==> config.mk <==
export PLATFORM = sky130hd
export DESIGN_NAME = counter_nb_fsm
export DESIGN_NICKNAME = d
export VERILOG_FILES = /design/src/rtl/counter_nb_fsm.sv
export SDC_FILE = /design/constraint.sdc
export NUM_CORES = 1
export LEC_CHECK = 0
export CAP_MARGIN = 30
export CORE_UTILIZATION = 55
export DETAILED_ROUTE_END_ITERATION = 16
export PLACE_DENSITY = 0.83
export SETUP_SLACK_MARGIN = 0.5
export SLEW_MARGIN = 10
export SYNTH_ARGS = -nofsm -noshare
export SYNTH_HDL_FRONTEND = slang
export SYNTH_SLANG_ARGS = --single-unit
==> constraint.sdc <==
create_clock -name clk -period 6.6 [get_ports clk]
set_input_delay 0.66 -clock clk [delete_from_list [all_inputs] [get_ports clk]]
set_output_delay 0.66 -clock clk [all_outputs]
set_load 0.05 [all_outputs]
==> src/rtl/counter_nb_fsm.sv <==
// ----------------------------------------------------------------------------
// counter_nb_fsm
//
// Run/done sequence counter. A start request latches a count length N, a
// direction and an auto-repeat flag, then walks o_cnt through N valid cycles
// (0..N-1 up, or N-1..0 down). Pause holds the count, abort drops straight
// back to IDLE, and repeat reloads the start value at the terminal count with
// no gap cycle. Without repeat, a single-cycle DONE follows the last value.
//
// Ports
//   clk          in   system clock, rising edge
//   reset_n      in   synchronous active-low reset
//   i_run        in   start request, honoured only in IDLE with i_num_cnt != 0
//   i_num_cnt    in   count length N, latched on start
//   i_dir        in   0 = count up, 1 = count down, latched on start
//   i_repeat     in   auto-reload at terminal, latched on start
//   i_pause      in   hold o_cnt while running
//   i_abort      in   leave RUN without o_done
//   o_idle       out  state is IDLE
//   o_running    out  state is RUN
//   o_done       out  one-cycle pulse after the final valid count
//   o_cnt        out  current count, 0 outside RUN
//   o_cnt_valid  out  o_cnt is consumed this cycle (RUN and not paused)
//   o_cnt_tc     out  valid cycle carrying the terminal value
// ----------------------------------------------------------------------------
module counter_nb_fsm #(
    parameter int unsigned CNT_WIDTH = 8
) (
    input  logic                 clk,
    input  logic                 reset_n,
    input  logic                 i_run,
    input  logic [CNT_WIDTH-1:0] i_num_cnt,
    input  logic                 i_dir,
    input  logic                 i_repeat,
    input  logic                 i_pause,
    input  logic                 i_abort,
    output logic                 o_idle,
    output logic                 o_running,
    output logic                 o_done,
    output logic [CNT_WIDTH-1:0] o_cnt,
    output logic                 o_cnt_valid,
    output logic                 o_cnt_tc
);

    localparam logic [1:0] ST_IDLE = 2'd0;
    localparam logic [1:0] ST_RUN  = 2'd1;
    localparam logic [1:0] ST_DONE = 2'd2;

    logic [1:0]           r_state;
    logic [CNT_WIDTH-1:0] r_cnt;
    logic [CNT_WIDTH-1:0] r_num;
    logic                 r_dir;
    logic                 r_repeat;

    logic [1:0]           w_state_d;
    logic [CNT_WIDTH-1:0] w_cnt_d;
    logic [CNT_WIDTH-1:0] w_num_d;
    logic                 w_dir_d;
    logic                 w_repeat_d;
    logic                 w_term;
    logic [CNT_WIDTH-1:0] w_reload;

    // Terminal value depends on the latched direction: N-1 going up, 0 going down.
    assign w_term   = r_dir ? (r_cnt == '0) : (r_cnt == (r_num - 1'b1));
    // Start value used when auto-repeat wraps around.
    assign w_reload = r_dir ? (r_num - 1'b1) : '0;

    always_comb begin
        w_state_d  = r_state;
        w_cnt_d    = r_cnt;
        w_num_d    = r_num;
        w_dir_d    = r_dir;
        w_repeat_d = r_repeat;
        case (r_state)
            ST_IDLE: begin
                if (i_run && (i_num_cnt != '0)) begin
                    w_state_d  = ST_RUN;
                    w_num_d    = i_num_cnt;
                    w_dir_d    = i_dir;
                    w_repeat_d = i_repeat;
                    w_cnt_d    = i_dir ? (i_num_cnt - 1'b1) : '0;
                end
            end
            ST_RUN: begin
                if (i_abort) begin
                    w_state_d = ST_IDLE;
                    w_cnt_d   = '0;
                end else if (i_pause) begin
                    w_cnt_d = r_cnt;
                end else if (!w_term) begin
                    w_cnt_d = r_dir ? (r_cnt - 1'b1) : (r_cnt + 1'b1);
                end else if (r_repeat) begin
                    w_cnt_d = w_reload;
                end else begin
                    w_state_d = ST_DONE;
                    w_cnt_d   = '0;
                end
            end
            ST_DONE: begin
                w_state_d = ST_IDLE;
                w_cnt_d   = '0;
            end
            default: begin
                w_state_d = ST_IDLE;
                w_cnt_d   = '0;
            end
        endcase
    end

    always_ff @(posedge clk) begin
        if (!reset_n) begin
            r_state  <= ST_IDLE;
            r_cnt    <= '0;
            r_num    <= '0;
            r_dir    <= 1'b0;
            r_repeat <= 1'b0;
        end else begin
            r_state  <= w_state_d;
            r_cnt    <= w_cnt_d;
            r_num    <= w_num_d;
            r_dir    <= w_dir_d;
            r_repeat <= w_repeat_d;
        end
    end

    assign o_idle      = (r_state == ST_IDLE);
    assign o_running   = (r_state == ST_RUN);
    assign o_done      = (r_state == ST_DONE);
    assign o_cnt       = r_cnt;
    assign o_cnt_valid = o_running && !i_pause;
    assign o_cnt_tc    = o_cnt_valid && w_term;

endmodule

# Word-level counts from Yosys, hierarchy flattened
# Cells that the tools add are included.
# classes
n_addsub	4
eq_ne	7
n_mux	16
n_reduce_logical	10
# ops
op	count
$mux 8	8
$sub 8x1->8 const B	3
$pmux 8 s2	1
$mux 2	5
$add 8x1->8 const B	1
$eq 8x8->1	1
$logic_not 8->1	1
$reduce_bool 8->1	1
$ne 3x3->1 const B	2
$pmux 2 s2	1
$reduce_and 2->1	2
$reduce_and 4->1	1
$logic_and 1x1->1	3
$ne 3x2->1 const B	1
$eq 2x1->1 const B	1
$eq 2x2->1 const B	1
$logic_not 2->1	1
$ne 2x1->1 const B	1
$logic_not 1->1	1
$mux 1	1
# totals
regBits	20
in_bits	15
output_inout_bits	13

# Longest topological paths before layout
# logic_depth
depth_word	7
ltp_mapped	9

# Worst setup path after synthesis
# No wires, ideal clock.
# synth_timing
kind	reg-to-output
startpoint	register r_cnt[5] (netlist: o_cnt[5])
endpoint	output o_cnt_tc
t_arrival_ns	2.921
required_ns	5.940
path_slack_ns	3.019
stages_incl_launch_ff	6
path_cell_list	dfxtp_1 xnor3_1 or4_1 buf_2 nor2b_4 nor3_1
# synth_via
elab_chain_len	3
word_cells_on_any_way	4
cone_classes	1 x eq/ne; 1 x mux; 2 x reduce/logical
# synth_rtl
element	line_no	rtl
start, declared	50	logic [CNT_WIDTH-1:0] r_cnt;
start signal, assigned	119	r_cnt <= w_cnt_d;
$eq 8x8->1 or $logic_not 8->1 (tied branches)	64	assign w_term = r_dir ? (r_cnt == '0) : (r_cnt == (r_num - 1'b1));
$mux 1 (*)	64	
$logic_and 1x1->1 (*)	131	assign o_cnt_tc = o_cnt_valid && w_term;
end, declared	42	output logic o_cnt_tc
# Every way passes the cells marked *; elsewhere a longest branch is shown, timed or not.

# Worst setup path after layout
# layout_timing
startpoint	register r_num[0]
endpoint	output o_cnt_tc
# layout_via
elab_chain_len	4
# layout_rtl
element	line_no	rtl
start, declared	51	logic [CNT_WIDTH-1:0] r_num;
start signal, assigned	120	r_num <= w_num_d;
$sub 8x1->8	64	
$eq 8x8->1	64	
$mux 1	64	
$logic_and 1x1->1	131	
# No other way between the ends.

==> impl_metrics.csv <==
group,metric,value,unit
run_status,outcome,"finished clean",
sta,fin_tns_setup,0,ps
global_routing,overflow,0,
yosys,synthAdderAreaFrac,0.0822,
yosys,synth_top_area_share,0.248,
worst_setup_path,timing.rr.start,"r_num[0]$_SDFFE_PN0P_",
layout,drive_gt1_frac,0.0500,
worst_setup_path,cp.arrival,3370,ps
sta,hold_ws,525,ps
yosys,synth.cell_area,1610,um2
sta,period_minus_slack,4030,ps
route,wl_per_cell,16.9,um
placed_design,gp_congestion,0.912,
pwr,total_power,343,uW
yosys,syn_area_per_cell,8.32,um2
worst_setup_path,cp_max_fo,7,
cts,htreeDepth,1,
yosys,synth_top_family_by_area,"simple AND/OR/NAND/NOR gates",
sta,max_freq,248,MHz
worst_setup_path,cp_slowest_cell,"clkdlybuf4s50_1",
yosys,synth_mux_area_frac,0.0434,
worst_setup_path,reg2reg_to,"r_state[1]$_SDFFE_PN0P_",
floorplan,die_w,56.2,um
worst_setup_path,critPathKind,"flip-flop to output pin",
run,cap_violations,0,
layout,syn2layout_area_growth,19.3,%
floorplan,start_util,0.585,
sta,worst_pin_slew,719,ps
cts,cts_inserted_buffers,3,
worst_setup_path,cp.required,5940,ps
cts,clock_latency,310,ps
cts,root_buffer,"clkbuf_4",
yosys,synth.ff_latch_count,20,
yosys,synth_simple_gate_area_frac,0.244,
worst_hold_path,min_from,"r_num[7]$_SDFFE_PN0P_",
yosys,ys.flop_type,"dfxtp_1",
floorplan,dieArea,3160,um2
global_routing,grt_pass1_wl,7240,um
floorplan,coreArea,2760,um2
route,drtAntennaViolNets,0,
yosys,async_reset_ff_frac,0,
layout,fin_util,0.698,
yosys,yosys-top-cells-area,"dfxtp_1, xnor2_1, ha_1",
global_routing,grt_pass1_vias,1538,
floorplan,die_h,56.2,um
pwr,p_per_area,178,nW/um2
route,drtIter0Drc,38,
sta,finalCritPeriodShare,0.611,
cts,cts.clk_slew.worst_paths,110,ps
placed_design,io_buffer_count,27,
route,viasPerCell,6.22,
route,drtPass1Iterations,4,
worst_hold_path,hold_end,"r_num[7]$_SDFFE_PN0P_",
sta,worst_slack,2570,ps
cts,cts_tree,"done",
worst_setup_path,path_cells,"inv_1 > ha_1 > xnor2_1 > xor2_1 > nand3_1 > or4_1 > nor2b_4 > nor3_1 > clkdlybuf4s50_1",
yosys,synth_compound_area_frac,0.171,
cts,cts_hold_buf,0,
cts,cts_buffer_depth,2,
yosys,synth_cell_types,46,
yosys,synth_top_cell_by_area,"dfxtp_1",
worst_setup_path,startpoint_type,"flip-flop",
sta,finalSetupViolations,0,
pwr,power.static_leakage,0.775,nW
global_routing,track_usage,0.291,
yosys,yosysWarnings,0,
worst_hold_path,min_path_cells,2,
placed_design,pre_cts_slack,2950,ps
worst_hold_path,hold_class,"flip-flop to flip-flop",
layout,final_nets,247,
sta,final-hold-violation-count,0,
sta,drv_slew,0,
cts,cts_resized,0,
yosys,netlist_instances,194,
route,route.detailed.drc,0,
sta,rsz0062_at_grt,"no",
pwr,ir_worst_vdd,131,uV
route,routed_wirelength,4240,um
placed_design,dpl.hpwl,3320,um
yosys,synth_xor_xnor_area_share,0.178,
worst_setup_path,rr_worst_depth,8,
global_routing,grt_antenna_before_repair,0,
yosys,synth_nets,219,
global_routing,grt_max_degree,16,
cts,post_cts_buffers,0,
sta,skew,1.98,ps
floorplan,io_pins,28,
yosys,yosysSeqAreaShare,0.248,
layout,n_antenna_cell,0,
yosys,synth_edf_count,0,
cts,cts_sinks,20,
worst_setup_path,r2r_setup_slack,4180,ps
worst_setup_path,end_kind,"output pin",
route,vias,1561,
worst_setup_path,slowest_delay,830,ps
sta,relSlewSlack,0.521,
floorplan,num_rows,19,
## sequential cells by signal (all words and copies together) (netlist names)
| name | flops |
|---|---|
| r_dir | 1 |
| r_state | 2 |
| o_cnt | 8 |
| r_repeat | 1 |
| r_num | 8 |
## placed cells by master (no fill, tap or decap), drive strengths merged, types with 8 or more instances in the layout
| master | instances |
|---|---|
| dfxtp | 20 |
| nor2 | 20 |
| o22ai | 8 |
| ha | 9 |
| xnor2 | 16 |
| nand2 | 11 |
| a21oi | 13 |
| xor2 | 9 |
| inv | 9 |
| nor3 | 10 |
| clkdlybuf4s50 | 27 |
| nand3 | 10 |
## routing by layer
layer	GRT usage	routed length, um	share of wire
met1	0.386	1920	0.45
met4	0.122	106	0.025
met2	0.469	2020	0.48
met5	0	0	0
met3	0.0465	203	0.048
## how the worst max path moves through the flow
stage                                      from  endpoint  slack, ps  cells after the start
after global placement    r_num[0]$_SDFFE_PN0P_  o_cnt_tc       3030                      9
final                     r_num[0]$_SDFFE_PN0P_  o_cnt_tc       2570                      9
after global routing      r_num[0]$_SDFFE_PN0P_  o_cnt_tc       2380                      9
after CTS                 r_num[0]$_SDFFE_PN0P_  o_cnt_tc       2580                      9
after detailed placement  r_num[0]$_SDFFE_PN0P_  o_cnt_tc       2950                      9
after floorplan           o_cnt[5]$_SDFFE_PN0P_  o_cnt_tc       3020                      5
## area by class of cell
cell class	instances	area (um2)
multi-input combinational	161	1160
fill	230	832
sequential	20	400
timing repair buffer	27	270
tap	31	38.8
inverter	9	33.8
clock buffer	3	22.5
## synth_stat cells (2+ instances only)
cell type / count
dfxtp_1: 20
nor2_1: 19
xnor2_1: 16
a21oi_1: 13
nand2_1: 11
nand3_1: 10
ha_1: 9
inv_1: 9
nor3_1: 9
xor2_1: 9
o22ai_1: 8
mux2i_1: 7
o21ai_0: 5
a31oi_1: 4
a22oi_1: 3
nor4_1: 3
o31ai_1: 3
xnor3_1: 3
clkbuf_1: 2
nor2b_1: 2
o21bai_1: 2
or3_1: 2
or4_1: 2
## report_power, final
part	leakage, nW	internal, mW	switching (mW)
registers	0.164	0.129	0.0166
clock network	0.0138	0.0214	0.0397
logic	0.598	0.0606	0.0759
total	0.775	0.211	0.132
## metrics by stage
stage | area, um2 | instances
2_1_floorplan | 1610 | 194
3_3_place_gp | 1900 | 248
3_5_place_dp | 1900 | 248
4_1_cts | 1930 | 251
5_1_grt | 1930 | 251
6_report | 1930 | 251
## cell families (layout without fill, tap and decap cells)
family / after synthesis / after routing
buf+inv: 13 / 39
mux: 7 / 7
simple gates: 72 / 72
compound gates: 44 / 44
xor+xnor: 28 / 28
flops: 20 / 20
fa+ha+maj: 10 / 10
## critical path: cells and delay by family (launching register included)
kind	cells	cell delay [ps]
simple gates	4	1020
buf+inv	2	930
flops	1	470
xor+xnor	2	390
fa+ha+maj	1	250
No activity file was read; power rests on OpenSTA's default activity.
